[config.mk]
export PLATFORM = sky130hd
export DESIGN_NAME = fetch_unit
export DESIGN_NICKNAME = d
export VERILOG_FILES = /design/src/rtl/fetch_unit.sv
export SDC_FILE = /design/constraint.sdc
export NUM_CORES = 1
export LEC_CHECK = 0
export CORE_MARGIN = 4
export CORE_UTILIZATION = 52
export DETAILED_ROUTE_END_ITERATION = 8
export PLACE_DENSITY = 0.83
export SLEW_MARGIN = 0
export SYNTH_ARGS = -nofsm -noshare
export SYNTH_HDL_FRONTEND = slang
export SYNTH_SLANG_ARGS = --single-unit
export TNS_END_PERCENT = 10
[constraint.sdc]
create_clock -name clk -period 2.4 [get_ports clk]
set_input_delay 0.24 -clock clk [delete_from_list [all_inputs] [get_ports clk]]
set_output_delay 0.24 -clock clk [all_outputs]
set_load 0.01 [all_outputs]
[src/rtl/fetch_unit.sv]
// fetch_unit: SimpleRISC instruction fetch stage; one outstanding imem read,
// IF/OF latch with a one-entry hold buffer for responses that arrive during a stall.
module fetch_unit #(
    parameter logic [31:0] RESET_PC = 32'h0000_0000,
    parameter logic [31:0] PC_INC   = 32'd4
) (
    input  logic        clk,
    input  logic        rst_n,
    input  logic        isBranchTaken,
    input  logic [31:0] branchPC,
    input  logic        of_stall,
    output logic        imem_req,
    output logic [31:0] imem_addr,
    input  logic        imem_gnt,
    input  logic        imem_rvalid,
    input  logic [31:0] imem_rdata,
    output logic        if_valid,
    output logic [31:0] if_instr,
    output logic [31:0] if_pc
);
    typedef enum logic [2:0] {S_RESET, S_REQ, S_WAIT, S_HOLD, S_DRAIN} state_t;

    state_t      state, state_nx;
    logic [31:0] fetch_pc, req_pc, hold_instr, hold_pc;
    logic        ld, grant, load_mem, load_hold, store_hold;

    assign ld         = !if_valid || !of_stall;
    assign grant      = state == S_REQ && imem_gnt;
    assign load_mem   = state == S_WAIT && imem_rvalid && ld && !isBranchTaken;
    assign store_hold = state == S_WAIT && imem_rvalid && !ld && !isBranchTaken;
    assign load_hold  = state == S_HOLD && ld && !isBranchTaken;
    assign imem_req   = state == S_REQ;
    assign imem_addr  = imem_req ? fetch_pc : 32'd0;

    always_ff @(posedge clk or negedge rst_n) begin
        if (!rst_n)
            state <= S_RESET;
        else
            state <= state_nx;
    end

    // Redirect wins over everything; a granted or in-flight read must be drained.
    always_comb begin
        state_nx = state;
        case (state)
            S_RESET: state_nx = S_REQ;
            S_REQ:   state_nx = isBranchTaken ? (imem_gnt ? S_DRAIN : S_REQ)
                              : (imem_gnt ? S_WAIT : S_REQ);
            S_WAIT:  state_nx = isBranchTaken ? (imem_rvalid ? S_REQ : S_DRAIN)
                              : (imem_rvalid ? (ld ? S_REQ : S_HOLD) : S_WAIT);
            S_HOLD:  state_nx = (isBranchTaken || ld) ? S_REQ : S_HOLD;
            S_DRAIN: state_nx = imem_rvalid ? S_REQ : S_DRAIN;
            default: state_nx = S_REQ;
        endcase
    end

    always_ff @(posedge clk or negedge rst_n) begin
        if (!rst_n) begin
            fetch_pc   <= RESET_PC;
            req_pc     <= 32'd0;
            hold_instr <= 32'd0;
            hold_pc    <= 32'd0;
            if_valid   <= 1'b0;
            if_instr   <= 32'd0;
            if_pc      <= 32'd0;
        end else begin
            if (isBranchTaken)
                fetch_pc <= branchPC & ~32'd3;
            else if (grant)
                fetch_pc <= fetch_pc + PC_INC;
            if (grant)
                req_pc <= fetch_pc;
            if (store_hold) begin
                hold_instr <= imem_rdata;
                hold_pc    <= req_pc;
            end
            if (isBranchTaken)
                if_valid <= 1'b0;
            else if (ld)
                if_valid <= load_mem || load_hold;
            if (load_mem) begin
                if_instr <= imem_rdata;
                if_pc    <= req_pc;
            end else if (load_hold) begin
                if_instr <= hold_instr;
                if_pc    <= hold_pc;
            end
        end
    end
endmodule
# After elaboration in Yosys (flattened, before gate mapping)
# Index checks and enable logic that the tools add are counted.
# W data, S select, Z words.
[op_classes] addsub=1 n_eq_ne=4 muxes=18 reduce_logical=18
[ops] cell="$mux W32" count=7
[ops] cell="$add A32 B3 Y32 const B" count=1
[ops] cell="$mux W3" count=4
[ops] cell="$pmux W3 S4" count=1
[ops] cell="$logic_and A1 B1 Y1" count=8
[ops] cell="$mux W2" count=4
[ops] cell="$eq A3 B2 Y1 const B" count=2
[ops] cell="$reduce_bool A2 Y1" count=3
[ops] cell="$logic_not A1 Y1" count=4
[ops] cell="$eq A3 B1 Y1 const B" count=1
[ops] cell="$eq A3 B3 Y1 const B" count=1
[ops] cell="$logic_or A1 B1 Y1" count=3
[ops] cell="$mux W1" count=2
[word_totals] register_bits=196 inputBits=70 out_inout_bits=98 wordCells=49

# Depth between registers and ports, before layout
[logic_depth] word_depth=7 ltp_mapped=8 mapped_depth_nobuf=5

# Worst setup path after synthesis
# OpenSTA, ideal clock, no wires.
[synth_timing] kind="reg-to-reg" start="register state[1]" end="register fetch_pc[14]" setup_time_ps=137 arrival_time_ps=2015 t_required_ps=2263 slack_ps=248 stages_incl_launch_ff=9 path_buffers=4 period_less_slack_ps=2152 cell_sequence="dfrtp_1 > buf_6 > nand4bb_1 > buf_2 > or4_1 > buf_2 > clkbuf_1 > o311ai_0 > nand3_1"
[synth_between] elab_chain_cells=3
[synth_lines] element="start: declaration" line_no="23" rtl="state_t state, state_nx;"
[synth_lines] element="start signal: assignment" line_no="39" rtl="state <= state_nx;"
[synth_lines] element="$eq A3 B1 Y1" line_no="28" rtl="assign grant = state == S_REQ && imem_gnt;"
[synth_lines] element="$logic_and A1 B1 Y1" line_no="28"
[synth_lines] element="$reduce_bool A2 Y1 (no source line)"
[synth_lines] element="end signal: assignment" line_no="68" rtl="fetch_pc <= branchPC & ~32'd3;"
[synth_lines] element="end signal: assignment" line_no="70" rtl="fetch_pc <= fetch_pc + PC_INC;"
[synth_lines] element="end: declaration" line_no="24" rtl="logic [31:0] fetch_pc, req_pc, hold_instr, hold_pc;"
# No other way between the ends.
# A chain may end at the register's enable or synchronous reset.

# Worst setup path after layout
[layout_timing] start="register state[1]" end="output port imem_addr[5]"
[layout_between] elab_chain_cells=2
[layout_lines] element="$eq A3 B1 Y1" line_no="32" rtl="assign imem_req = state == S_REQ;"
[layout_lines] element="$mux W32" line_no="33" rtl="assign imem_addr = imem_req ? fetch_pc : 32'd0;"
[layout_lines] element="end: declaration" line_no="13" rtl="output logic [31:0] imem_addr,"
# No other way between the ends.

==> metrics.txt <==
average size of a mapped cell=about 10 um2; Routed Antenna Nets=0; Post-Syn Instances=between 800 and 900; sequential share of power=between 40 and 50%; sw frac=28.7%; GRT overflow=0; Crit Path Class=reg -> out; largest net degree at the start of global routing=between 100 and 150; GRT Util Overall=between 20% and 30%; Vias=~6400; Final Non-Filler Cells=roughly 1200; Seq/Total Area, Yosys=between 50% and 60%; post-synth top area cell=dfrtp_1; minimum clock period=about 2300 ps; endpoint type of the worst setup path=output pin; Pre-Repair DR Iteration Count=5; async set or reset register ratio after synthesis=100%; worst clock skew=~11 ps; Reg2Reg Capture Point=fetch_pc[18]$_DFFE_PN0P_; Fillers=1212; Reg area=4700 um2; crit path DAT=2100 ps; Comb pwr share=18.6%; status=finished, final reports clean; Routed WL=19.6 mm; CP Launch Type=flop; Mapped Area=between 8000 and 9000 um2; row cnt=46; Internal=roughly 5.7 mW; Ports=168; Pwr per Cell Area=~720 nW/um2; vias in the first global route=slightly above 6000; 1st-iter DRT viols=about 340; TritonCTS sink count=between 150 and 200; # diodes=0; design area=11000 um2; routed wl met2=9.52 mm; final setup fails=0; Clock Latency Late Sink=430 ps; Synth top area share=55.4%; max layer used=met4; Post-synth EDFFs=0; wire length per cell=between 15 and 20 um; I/O Buffers=between 150 and 200; CTS Buffer Depth=2; via/cell ratio=between 5 and 6; Die H=around 140 um; hold_ws=359 ps; multi-input logic area=3550 um2; Clock transition at path regs=around 70 ps; synthesis-to-finish area growth=29.9%; peak supply drop=between 500 and 600 uV; Clock Power Share=between 30% and 40%; wl on met1=around 9 mm; Register-to-Register Path Depth=6; static leakage=roughly 5.5 nW; worst r2r src=fetch_pc[2]$_DFFE_PN0P_; Placed Cells=roughly 1200; synth top area cells=dfrtp_1, mux2_2, nand2_1; slew margin rel.=a little over three fifths; Achievable Freq=around 0.43 GHz; Post-route DRC=0; first-pass GRT wire length=31.0 mm; Max Cap Viol=0; Setup Total Neg Slack=0 ps; TritonCTS Buffers=17; met3 WL post-DR=~850 um; Hold WC Path Type=in -> async; Core Box Area=15900 um2; Crit path required time=approximately 2200 ps; layout cells sized above 1=approximately an eighth; initial core utilization=around 53%; slew at the pin closest to its max-slew limit=roughly 560 ps; distinct cell type count after synthesis=44; Yosys warning count=0; CTS tree=done; ys flop type=dfrtp_1; slack of the worst reg-to-reg path=around 150 ps; final hold viol count=0; register bit total from synthesis=188; die span in x=136 um; initial antenna violation count=0; Psw=~2.3 mW; Final Max Slew Viols=0; die area=~18000 um2; fin crit share=97.4%; CTS H-tree lvls=4; worst-path maximum fanout=10; CTS root buffer=clkbuf_16; Final Power=~8 mW; DP Area=between 10000 and 15000 um2; # nets final=1034; routability cong.=about 0.86; DP Wirelength=13.2 mm
Yosys cell counts (3+ instances only):
master / n
nor2_1: 19
nor3_1: 4
or3_1: 4
buf_1: 4
o31ai_1: 11
o211ai_1: 4
mux2_2: 62
clkbuf_1: 46
o21ai_0: 84
nand3_1: 20
and3_1: 3
a21oi_1: 3
nor2b_1: 7
or4_1: 22
a31oi_1: 11
nand2_1: 171
and2_1: 31
buf_2: 5
xnor2_1: 6
buf_4: 4
nand4_1: 6
dfrtp_1: 188
inv_1: 6
mux2i_1: 63
cell families (layout without fill, tap and decap cells):
kind of cell | count (synthesis) | in the layout | synth area share, %
adders and majority gates | 1 | 1 | 0.147
and+or+nand+nor | 299 | 299 | 16.6
AOI/OAI and AO/OA | 121 | 121 | 8.06
xor gates and xnor gates | 8 | 8 | 0.825
muxes | 125 | 125 | 15.6
other | 1 | 4 | 0.0441
DFF | 188 | 188 | 55.4
buffers and inverters | 67 | 230 | 3.30
power by group through the flow:
stage	clock (mW)	combinational (mW)	sequential, mW
4_1_cts	2.68	1.46	3.84
2_1_floorplan	0	0.752	3.80
6_report	2.64	1.48	3.85
3_5_place_dp	0	1.49	3.90
5_1_grt	2.82	1.64	3.90
3_3_place_gp	0	1.46	3.87
timing repair:
item	4_1_cts	5_1_grt
setup buffers	0	3
setup endpoints to repair	25	10
pin swaps	0	1
hold endpoints to repair	64	0
resized for setup	22	11
gates cloned	0	1
hold buffers	1	0
per-stage QoR:
step / setup WS (ps) / utilization [%]
finish: 62.0 / 69.2
global route: -4.59 / 69.2
CTS: -20.9 / 68.9
detailed placement: -27.0 / 65.4
global placement: 50.6 / 65.4
floorplan: 248 / -
how the worst max path moves through the flow:
stage | startpoint | endpoint
after detailed placement | imem_gnt | fetch_pc[18]$_DFFE_PN0P_
after global routing | state[2]$_DFF_PN0_ | imem_addr[5]
final | state[1]$_DFF_PN0_ | imem_addr[5]
after floorplan | state[1]$_DFF_PN0_ | fetch_pc[14]$_DFFE_PN0P_
after global placement | imem_gnt | fetch_pc[22]$_DFFE_PN0P_
after CTS | state[1]$_DFF_PN0_ | imem_addr[22]
worst max-delay path, cell delays in order (launching register included):
cell	delay (ps)
dfrtp_1	390
buf_4	180
nor3b_4	280
buf_4	170
buf_2	200
and2_1	160
dlygate4sd2_1	290
flip-flops by register name (all words and copies together) (netlist names):
signal	count
hold_pc	30
if_valid	1
hold_instr	32
if_instr	32
fetch_pc	30
state	3
req_pc	30
if_pc	30
metal layers:
metal	global-route usage [%]	vias up
li1	-	3108
met4	5.82	0
met1	29.6	3094
met2	33.8	170
met3	4.15	16
met5	0	-
area by class of cell:
cell class                      count  share of cell area, %
Clock buffer                       19                   3.92
Timing Repair Buffer              191                   17.5
Clock inverter                     13                   1.10
Sequential cell                   188                   42.6
Inverter                            7                  0.238
Multi-Input combinational cell    558                   32.1
Tap cell                          216                   2.45
cells in the final DEF (no fill, tap or decap), drive strengths merged, types with 2 or more instances in the layout:
cell type | synthesis | final
dfrtp | 188 | 188
nand2 | 171 | 171
clkdlybuf4s50 | 0 | 130
o21ai | 84 | 84
mux2i | 63 | 63
mux2 | 62 | 62
and2 | 31 | 31
buf | 14 | 29
or4 | 22 | 22
nand3 | 20 | 20
dlygate4sd2 | 0 | 20
clkbuf | 46 | 20
nor2 | 19 | 19
o31ai | 11 | 11
a31oi | 11 | 11
dlymetal6s2s | 0 | 10
inv | 7 | 8
nor2b | 7 | 7
nand4 | 6 | 6
xnor2 | 6 | 6
clkinv | 0 | 6
clkinvlp | 0 | 5
nor3 | 4 | 4
or3 | 4 | 4
o211ai | 4 | 4
conb | 1 | 4
a21oi | 3 | 3
and3 | 3 | 3
or2 | 2 | 2
a221oi | 2 | 2
o31a | 2 | 2
nor4 | 2 | 2
xor2 | 2 | 2
nor3b | 2 | 2
Note: power is estimated with default switching activity, not from simulation.
==> edit 1, RTL diff (config.mk and constraints unchanged) <==
Make the reset (`rst_n`) synchronous in 2 clocked blocks.
--- a/src/rtl/fetch_unit.sv
+++ b/src/rtl/fetch_unit.sv
@@ -32,7 +32,7 @@
     assign imem_req   = state == S_REQ;
     assign imem_addr  = imem_req ? fetch_pc : 32'd0;
 
-    always_ff @(posedge clk or negedge rst_n) begin
+    always_ff @(posedge clk) begin
         if (!rst_n)
             state <= S_RESET;
         else
@@ -54,7 +54,7 @@
         endcase
     end
 
-    always_ff @(posedge clk or negedge rst_n) begin
+    always_ff @(posedge clk) begin
         if (!rst_n) begin
             fetch_pc   <= RESET_PC;
             req_pc     <= 32'd0;
Check against the original RTL: differs if rst_n is asserted again (counterexample within 4 cycles, from zero or initial values and one cycle with rst_n low); with rst_n held inactive, the same outputs for 4 cycles.
==> edit 1 against the unedited design <==
  * Routed wire length grew 6.9%
  * Worst setup slack lost 2.5 ps
  * Die area shrank 2.1%
  * Non-clock buffer count shrank 2
  * Hold slack lost 39 ps
  * Design area shrank 2.7%
  * Sequential cell count is the same
  * Area after synthesis shrank 2.2%
Power is not compared: it rests on default switching activity, and its combinational part moved more than twofold at a synthesized area within 25%.
==> edit 1: results (changes against the unedited design) <==
----------------------------------------------------
[Outcome]
  Run status ... complete, no violations

[Place]
  Final GP Congestion ... 0.908 (+6.0%)
  HPWL Detailed ... 13400 µm (+1.8%)

[Layout]
  Multi-input combinational cell count ... 708 (+27%)
  Clock network contribution to total cell area ... 0.0514 (+0.00114)
  Inverters ... 2 (-5)
  Final-stage net count ... 1177 (+14%)
  Proportion of cell area occupied by multi-input gates ... 0.392 (+0.0706)
  # clk buffers ... 18 (-1)
  Number of buffers other than clock buffers in the final layout ... 189 (-1.0%)
  Number of filler instances in the final layout ... 1246 (+2.8%)

[Timing]
  Worst-margin pin slew ... 708 ps (+149 ps)

[Detailed routing]
  Met3 WL ... 1710 µm (+100%)
  Metal1 wirelength ... 9570 µm (+6.1%)
  DRC marker count from the first detailed-route iteration ... 523 (+56%)
  Number of vias per cell ... 5.58 (+4.1%)
  Routed length on met2 ... 9390 µm (-1.4%)
  Detailed-routing iteration count for the pre-antenna-repair pass ... 7 (+2)

[Global route]
  Met2 usage in global routing ... 0.335 (-0.00358)
  Largest net degree at the start of global routing ... 125 (-0.79%)
  All-Layer GR Usage ... 0.227 (+0.0162)
  Number of global-route vias before repair ... 6518 (+5.7%)
  Global-route track usage on met3 ... 0.0544 (+0.0129)
  Met1 Use GR ... 0.331 (+0.0348)
  Global-route wire length before repair ... 33700 µm (+8.8%)

[Setup path]
  Worst-path fanout max ... 31 (+21)
  Standard cell with the maximum stage delay on the critical path ... clkdlybuf4s50_1
  Reg2reg setup slack ... 340 ps (+190 ps)

[Min path]
  Type of the most critical hold path ... in2reg

[Logic synthesis]
  Number of distinct library cells after synthesis ... 49 (+11%)
  Cell types occupying the most area after synthesis ... dfxtp_1, nand2_1, a21boi_0
  Post-synthesis sequential area ratio ... 0.453 (-0.101)

[Power]
  Power, Total ... between 0.006 and 0.007 W

----------------------------------------------------
-- edit 1: cell types whose count changed after synthesis, sizes merged, moves of 12 or more --
cell / change
dfrtp: -188
dfxtp: +188
a21boi: +92
a21oi: +72
mux2: -62
nand2: +33
clkbuf: +31
or4: -15
nor2: -13
nand4: +12
-- edit 1: cell families (layout without fill, tap and decap cells) --
logic type	Yosys count	in the layout	synth area share
buf+inv	92	223	0.0457
mux	62	62	0.0747
other cells	1	4	0.000452
compound gates	283	283	0.209
flops	188	188	0.453
xor+xnor	11	11	0.0116
fa+ha+maj	1	1	0.00151
simple gates	347	347	0.204
-- edit 1: per-stage QoR --
stage               cells  hold slack [ps]  setup slack (ps)  instance area [µm²]
floorplan             988              378               343                 8320
global placement     1298              449               103                10100
detailed placement   1298              456              39.9                10100
CTS                  1330              299              9.22                10700
global route         1330              333             -55.0                10700
finish               1330              320              59.5                10700
-- edit 1: tightest hold or removal path: stages --
cell,delay (ps)
buf_4,280
nand3_1,130
nor2_1,40
==> edit 2, RTL diff (config.mk and constraints unchanged) <==
Without the edit above. Encoding of `state_t`: now Gray code (3 bits for 5 states).
--- a/src/rtl/fetch_unit.sv
+++ b/src/rtl/fetch_unit.sv
@@ -18,7 +18,7 @@
     output logic [31:0] if_instr,
     output logic [31:0] if_pc
 );
-    typedef enum logic [2:0] {S_RESET, S_REQ, S_WAIT, S_HOLD, S_DRAIN} state_t;
+    typedef enum logic [2:0] {S_RESET = 3'b000, S_REQ = 3'b001, S_WAIT = 3'b011, S_HOLD = 3'b010, S_DRAIN = 3'b110} state_t;
 
     state_t      state, state_nx;
     logic [31:0] fetch_pc, req_pc, hold_instr, hold_pc;
Behaviour: same outputs for any inputs over 4 cycles, from zero or initial values and one cycle with rst_n low; so few cycles prove little.
==> edit 2 against the unedited design <==
  * Hold slack improved by 8.4 ps
  * Sequential cell count did not move
  * Die area rose by 1.1%
  * Via count fell by 0.38%
  * Routed wire length rose by 1.1%
  * Count of clock-buffer cells in the layout rose by 2
  * Area after synthesis rose by 1.1%
  * Worst setup slack improved by 46 ps
  * Non-clock buffer count rose by 2
  * Design area rose by 0.64%
  * Critical path depth fell by 2
Power is not compared: it rests on default switching activity, and its combinational part moved more than twofold at a synthesized area within 25%.
==> edit 2: results (changes against the unedited design) <==
----------------------------------------------------
[Global route]
  Largest net degree at the start of global routing ... 71 (-44%)
  Number of global-route vias before repair ... 6216 (+0.79%)
  All-Layer GR Usage ... 0.217 (+0.00635)

[Place]
  Post-placement setup slack ... 152 ps (+179 ps)
  HPWL Detailed ... 13700 µm (+3.9%)
  Final GP Congestion ... 0.870 (+1.5%)

[Timing]
  Upper clock frequency limit ... 436 MHz (+2.0%)
  Fin Hold WS ... 368 ps (+8.45 ps)
  Worst setup skew after layout ... 5.37 ps (-5.94 ps)
  Remaining max-slew budget at the tightest pin ... 0.596 (-0.0312)

[Layout]
  Non-filler cells in the finished layout ... 1143 (-4.1%)
  Ratio of cells with drive above 1 in the final layout ... 0.169 (+0.0392)
  Registers with the most flip-flops ... hold_instr: 32 flops, if_instr: 32 flops

[Setup path]
  Standard cell with the maximum stage delay on the critical path ... clkdlybuf4s50_1
  Length in cells of the worst reg-to-reg path ... 4 (-2)
  Setup crit end ... imem_addr[7]
  R2R Path Start ... state[1]$_DFF_PN0_
  Critical Path AT ... 2050 ps (-50 ps)
  Capture instance of the worst register-to-register path ... fetch_pc[23]$_DFFE_PN0P_
  Reg2reg setup slack ... 340 ps (+190 ps)

[Detailed routing]
  Routed wire length ... 19800 µm (+1.1%)

[Logic synthesis]
  Cell types occupying the most area after synthesis ... dfrtp_1, mux2_2, mux2i_1
  Post-Syn Instances ... 757 (-6.5%)
  Post-synthesis sequential area ratio ... 0.548 (-0.00621)
  Number of distinct library cells after synthesis ... 47 (+6.8%)

[Outcome]
  Run status ... complete, no violations

----------------------------------------------------
==> edit 2: cell types whose count changed in the layout (fill, tap and decap cells not counted), moves of 4 or more <==
cell	delta
a21oi_1	+64
buf_4	+5
clkdlybuf4s50_1	+30
dlygate4sd2_1	-20
dlymetal6s2s_1	-10
mux2_2	+28
nand2_1	-145
nand4_1	+7
nor2_1	+57
nor4_1	+4
o21ai_0	-67
or4_1	-4
==> edit 2: what timing repair did <==
item,CTS,global route
setup endpoints to repair,0,12
hold endpoints to repair,65,0
hold buffers,1,0
resized for setup,0,2
==> edit 2: cell type report <==
| type | count | area share |
|---|---|---|
| Inverter | 5 | 0.00169 |
| Tap cell | 216 | 0.0243 |
| Sequential cell | 188 | 0.424 |
| Clock inverter | 10 | 0.00856 |
| Multi-Input combinational cell | 510 | 0.328 |
| Clock buffer | 21 | 0.0396 |
| Timing Repair Buffer | 193 | 0.174 |
==> edit 2: kinds of logic (layout without fill, tap and decap cells) <==
group,count (synthesis),after routing,share of synthesized area
compound gates,120,120,0.0795
xor+xnor,8,8,0.00816
flops,188,188,0.548
buf+inv,62,229,0.0334
simple gates,221,221,0.135
fa+ha+maj,1,1,0.00146
mux,156,156,0.195
other cells,1,4,0.000437
==> edit 2: worst max-delay path, delay by kind of cell (launching register included) <==
family        cells  cell delay, ps
buf+inv           2             740
flops             1             500
simple gates      2             380
==> edit 2: report_power, final <==
part | internal, W | switching [W]
clock network | 0.00142 | 0.00116
logic | 0.00263 | 0.00187
registers | 0.00430 | 0.000749
total | 0.00835 | 0.00378
==> edit 2: routing by layer <==
layer | GRT usage | part of all wire | vias to the layer above
met5 | 0 | 0 | -
met4 | 0.0599 | 0.016 | 0
met3 | 0.0599 | 0.075 | 28
met2 | 0.344 | 0.47 | 234
met1 | 0.296 | 0.44 | 3086
li1 | - | - | 3016
